--- src/rtl/ledmatrix_framebuf_pkg.sv ---
// Shared definitions for the double-buffered 8x8 LED-matrix frame store.
// Line i of a packed frame occupies pixels[LINE_W*i +: LINE_W].
package ledmatrix_framebuf_pkg;

    localparam int unsigned MATRIX_LINES = 8;
    localparam int unsigned LINE_W       = 8;
    localparam int unsigned PIX_W        = MATRIX_LINES * LINE_W;

    typedef enum logic [1:0] {
        ST_IDLE    = 2'd0,
        ST_CLEAR   = 2'd1,
        ST_PENDING = 2'd2
    } state_t;

    typedef logic [$clog2(MATRIX_LINES)-1:0] line_idx_t;

endpackage

--- src/rtl/ledmatrix_framebuf.sv ---
// Back/front frame store for the LED-matrix scan driver: producers edit the back
// buffer, and a commit is copied to the displayed front buffer only on a load pulse.
module ledmatrix_framebuf
    import ledmatrix_framebuf_pkg::*;
#(
    parameter int unsigned FCNT_W = 16
) (
    input  logic              clk,
    input  logic              rst,
    input  logic              wr_valid,
    output logic              wr_ready,
    input  logic [2:0]        wr_line,
    input  logic [7:0]        wr_data,
    input  logic              clr_start,
    input  logic              commit_valid,
    output logic              commit_ready,
    input  logic              load,
    output logic [63:0]       pixels,
    output logic              busy,
    output logic              swap,
    output logic [FCNT_W-1:0] frame_cnt
);

    state_t            state, state_nx;
    logic [LINE_W-1:0] back [MATRIX_LINES];
    logic [PIX_W-1:0]  front;
    logic [PIX_W-1:0]  back_flat;
    line_idx_t         clr_cnt;
    logic              wr_fire;
    logic              commit_fire;
    logic              swap_now;

    always_comb begin
        wr_ready     = (state == ST_IDLE);
        commit_ready = (state == ST_IDLE) && !clr_start;
        busy         = (state != ST_IDLE);
        wr_fire      = wr_valid && wr_ready;
        commit_fire  = commit_valid && commit_ready;
        swap_now     = (state == ST_PENDING) && load;
        state_nx     = state;
        unique case (state)
            ST_IDLE: begin
                if (clr_start)
                    state_nx = ST_CLEAR;
                else if (commit_fire)
                    state_nx = ST_PENDING;
            end
            ST_CLEAR: begin
                if (clr_cnt == line_idx_t'(MATRIX_LINES - 1))
                    state_nx = ST_IDLE;
            end
            ST_PENDING: begin
                if (load)
                    state_nx = ST_IDLE;
            end
            default: state_nx = ST_IDLE;
        endcase
    end

    always_comb begin
        back_flat = '0;
        for (int unsigned i = 0; i < MATRIX_LINES; i++)
            back_flat[LINE_W*i +: LINE_W] = back[i];
    end

    always_ff @(posedge clk or negedge rst) begin
        if (!rst) begin
            state     <= ST_IDLE;
            front     <= '0;
            clr_cnt   <= '0;
            swap      <= 1'b0;
            frame_cnt <= '0;
            for (int unsigned i = 0; i < MATRIX_LINES; i++)
                back[i] <= '0;
        end else begin
            state <= state_nx;
            swap  <= swap_now;
            // Copy rather than exchange, so the back buffer keeps the shown frame.
            if (swap_now) begin
                front     <= back_flat;
                frame_cnt <= frame_cnt + 1'b1;
            end
            if (state == ST_CLEAR) begin
                back[clr_cnt] <= '0;
                clr_cnt       <= clr_cnt + 1'b1;
            end else begin
                if (wr_fire)
                    back[wr_line] <= wr_data;
                if ((state == ST_IDLE) && clr_start)
                    clr_cnt <= '0;
            end
        end
    end

    assign pixels = front;

endmodule
--- config.mk ---
export PLATFORM = sky130hd
export DESIGN_NAME = ledmatrix_framebuf
export DESIGN_NICKNAME = d
export VERILOG_FILES = /design/src/rtl/ledmatrix_framebuf_pkg.sv /design/src/rtl/ledmatrix_framebuf.sv
export SDC_FILE = /design/constraint.sdc
export NUM_CORES = 1
export LEC_CHECK = 0
export BUFFER_PORTS_ARGS = -buffer_cell sky130_fd_sc_hd__buf_2
export CAP_MARGIN = 5
export CORE_AREA = 3 3 113 115
export CTS_BUF_LIST = sky130_fd_sc_hd__clkbuf_4 sky130_fd_sc_hd__clkbuf_8
export DETAILED_ROUTE_END_ITERATION = 8
export DIE_AREA = 0 0 116 118
export GPL_ROUTABILITY_DRIVEN = 0
export PLACE_DENSITY = 0.71
export SYNTH_ARGS = -nofsm -noshare
export SYNTH_HDL_FRONTEND = slang
export SYNTH_SLANG_ARGS = --single-unit
--- constraint.sdc ---
create_clock -name clk -period 1.95 [get_ports clk]
set_input_delay 0.0975 -clock clk [delete_from_list [all_inputs] [get_ports clk]]
set_output_delay 0.0975 -clock clk [all_outputs]
set_load 0.02 [all_outputs]
==> key figures <==
Timing
  – Worst Skew: approximately 12 ps
  – Hold Fails Final Rpt: 0
  – Slew @ Worst Pin: about 640 ps
  – Setup violations, final: 0
  – Period minus WS final: about 1800 ps
  – Final Slew Violations: 0
  – Max-slew headroom: 0.572
  – Final WS setup: 167 ps
  – Setup tns final: 0 ps
  – RSZ-0062 raised after global routing: no
  – Tcrit/Tclk final: 0.914
  – Highest clock rate: 561 MHz

Flow run
  – Number of max-cap violations: 0

Layout
  – Fillcell total: between 1,000 and 1,500
  – P&R area growth vs syn: 19.1%
  – Commonest cells after routing, fill and taps aside: nand2_1, dfrtp_1, buf_2, a22o_1, clkbuf_8
  – Commonest non-fill, non-tap cell in the layout: nand2_1
  – Share of layout cells above drive strength 1: 0.238
  – Layout Cells excl Fill: about 800
  – Layout Nets: around 670

Logic synthesis
  – Register area share after synthesis: 0.638
  – Syn_area_per_cell: between 10 and 15 um^2
  – Distinct cell type count after synthesis: 37
  – Synth Net Count: 563
  – Post-synthesis cell area: approximately 6000 um^2
  – Synthesis Warnings: 0
  – Post-synthesis register bit count: 150
  – Mapped Cells: approximately 540

Min path
  – HP Start: wr_data[0]
  – Hold WC Path Type: input pin to flip-flop

Floorplanning
  – Initial Utilization: 0.494
  – Die outline width: about 120 um
  – Die ar.: roughly 14,000 um^2
  – Die H: ~120 um
  – # rows: 40
  – Top-level I/O count: a little over 100
  – Core Footprint: roughly 12,000 um^2

Worst setup path
  – CP Data Arrival Time: 2150 ps
  – CP Capture Type: flip-flop
  – Crit Path Class: flip-flop to flip-flop
  – Worst Path Required: between 2000 and 2500 ps
  – Crit path max fanout: 8
  – Crit-path max cell delay: between 400 and 500 ps
  – CP Launch Type: flip-flop
  – Crit path buffers/inverters: 1
  – CP top delay family: simple AND/OR/NAND/NOR gates
  – Worst r2r src: state[0]
  – Worst Setup SP: state[0]
  – Critical path cell sequence: buf_4 > nor2_2 > nand3b_1 > nor3_2 > a22o_1
  – Crit-path slowest cell: dfrtp_1

Detailed routing
  – Top routing layer used: met4
  – Number of remaining DRC errors: 0
  – WL/cell: 16.6 um
  – DR WL met3: approximately 820 um
  – Vias per cell: about 5.4
  – DRT Pass-1 Iters: 4
  – Vias: about 4,400
  – Routed Antenna Nets: 0
  – Total wire length: approximately 13,000 um
  – DR WL met2: between 6000 and 7000 um
  – Iteration-0 DRC Markers: 382
  – Post-Route M1 WL: 6090 um

Place
  – Port Buffer Count: 100
  – Setup Slack @ Placement: between 150 and 200 ps
  – Dpl hpwl: between 9000 and 10,000 um
  – Placed instance count: around 770

Clock network
  – CTS max path bufs: 2
  – CTS buffer count: 17
  – Postcts setup bufs: 0
  – Clk pin slew, worst setup/hold paths: 80 ps
  – CTS tree: built
  – Clock sink count: 150
  – Clk_lat worst skew: approximately 440 ps
  – Htree depth: 4
  – Root buf cell: clkbuf_8

Power
  – Power share of the combinational group: 0.215
  – Pwr Density: 1170 nW/um^2
  – Leak: between 3 and 4 nW
  – Worst vdd ir: about 0.00046 V
  – Switching Power: ~2.6 mW
  – Clock Power Share: 0.285
  – Sequential Power Share: 0.501
  – Sw Share: 0.314
  – Internal power: ~5.6 mW
  – Overall power: a little over 8 mW

GRT
  – All-Layer GR Usage: 0.209
  – Gr ovfl total: 0
  – Pin count of the biggest net entering global routing: between 60 and 70
  – Initial antenna violation count: 0
  – Vias in the first global route: between 4,000 and 5,000
  – First-pass GRT wire length: around 22,000 um

Status
  – Status: finished, final reports clean
[sequential cells by signal, indices dropped and copies added (netlist names)]
register / flops
back: 64
pixels: 64
frame_cnt: 16
clr_cnt: 3
state: 2
swap: 1
[cell usage after synthesis]
cell         n  area, um^2
nand2_1    200         751
dfrtp_1    150        3750
a22o_1      67         587
clkbuf_1    17        63.8
nor2_1      14        52.6
xnor2_1     13         114
buf_1        9        33.8
nand4_1      9        56.3
nand3_1      8        40.0
a21oi_1      4        20.0
a31oi_1      4        25.0
buf_2        4        20.0
inv_1        4        15.0
or3_1        4        25.0
a21o_1       3        22.5
and3_1       3        18.8
ha_1         3        37.5
nor3_2       3        30.0
and4_1       2        17.5
buf_4        2        15.0
nand2b_1     2        12.5
nor2b_1      2        12.5
xor2_1       2        17.5
a2bb2oi_1    1        8.76
a31oi_2      1        12.5
and2b_1      1        7.51
inv_2        1        3.75
nand3b_1     1        7.51
nand3b_4     1        20.0
nor2_2       1        6.26
nor2b_4      1        13.8
nor3_1       1        5.00
nor4_2       1        12.5
nor4_4       1        21.3
o211ai_1     1        7.51
o21ai_0      1        5.00
or3b_1       1        8.76
[worst register-to-register path, stage by stage (launching register included)]
cell and delay [ps]:
dfrtp_1 460, buf_4 200, nor2_2 150, nand3b_1 250, nor3_2 440, a22o_1 220
[worst paths after layout]
path | end | slack [ps] | depth (start not counted)
max in group asynchronous | back[50] | 1180 | 3
worst max-delay path | back[57] | 170 | 5
worst min register to register | pixels[17] | 470 | 2
min in group asynchronous | pixels[61] | 150 | 2
worst min-delay path | back[8] | 80 | 2
worst max register to register | back[57] | 170 | 5
[layer usage]
metal	global-route usage	vias up
met4	0.0653	0
met3	0.0530	17
li1	-	2048
met2	0.320	146
met5	0	-
met1	0.295	2155
[what timing repair did]
action | CTS | global route
setup endpoints to repair | 0 | 1
hold endpoints to repair | 151 | 0
hold buffers | 3 | 0
gates resized for setup | 0 | 1
[kinds of logic after synthesis]
kind of cell    count (synthesis)  share of synthesized area
xor+xnor                       15                     0.0223
buf+inv                        37                     0.0257
flops                         150                      0.638
fa+ha+maj                       3                    0.00638
compound gates                 82                      0.117
simple gates                  256                      0.190
[layout make-up]
class	instances	area, um^2	share of cell area
clock inverters	12	129	0.0184
multi-input cells	356	1980	0.283
repair buffers	118	674	0.0963
flip-flops and latches	150	3750	0.536
diodes	1	2.50	0.000357
well taps	147	184	0.0262
clock buffers	20	263	0.0375
inverters	5	18.8	0.00268
[power groups by stage]
stage,Sequential (mW),Combinational [mW],Clock (mW)
after global routing,4.19,1.95,2.52
after detailed placement,4.15,1.75,0
after CTS,4.10,1.78,2.38
after global placement,4.14,1.69,0
final,4.10,1.76,2.33
after floorplan,4.22,1.08,0
[stage by stage]
step / hold WS, ps / utilization / instance area, um^2
finish: 75.4 / 0.588 / 7010
detailed placement: 53.9 / 0.552 / 6580
global placement: 42.2 / 0.552 / 6580
global route: 57.1 / 0.588 / 7000
CTS: 42.1 / 0.588 / 7000
floorplan: -198 / - / 5880
(Power assumes the default switching activity.)
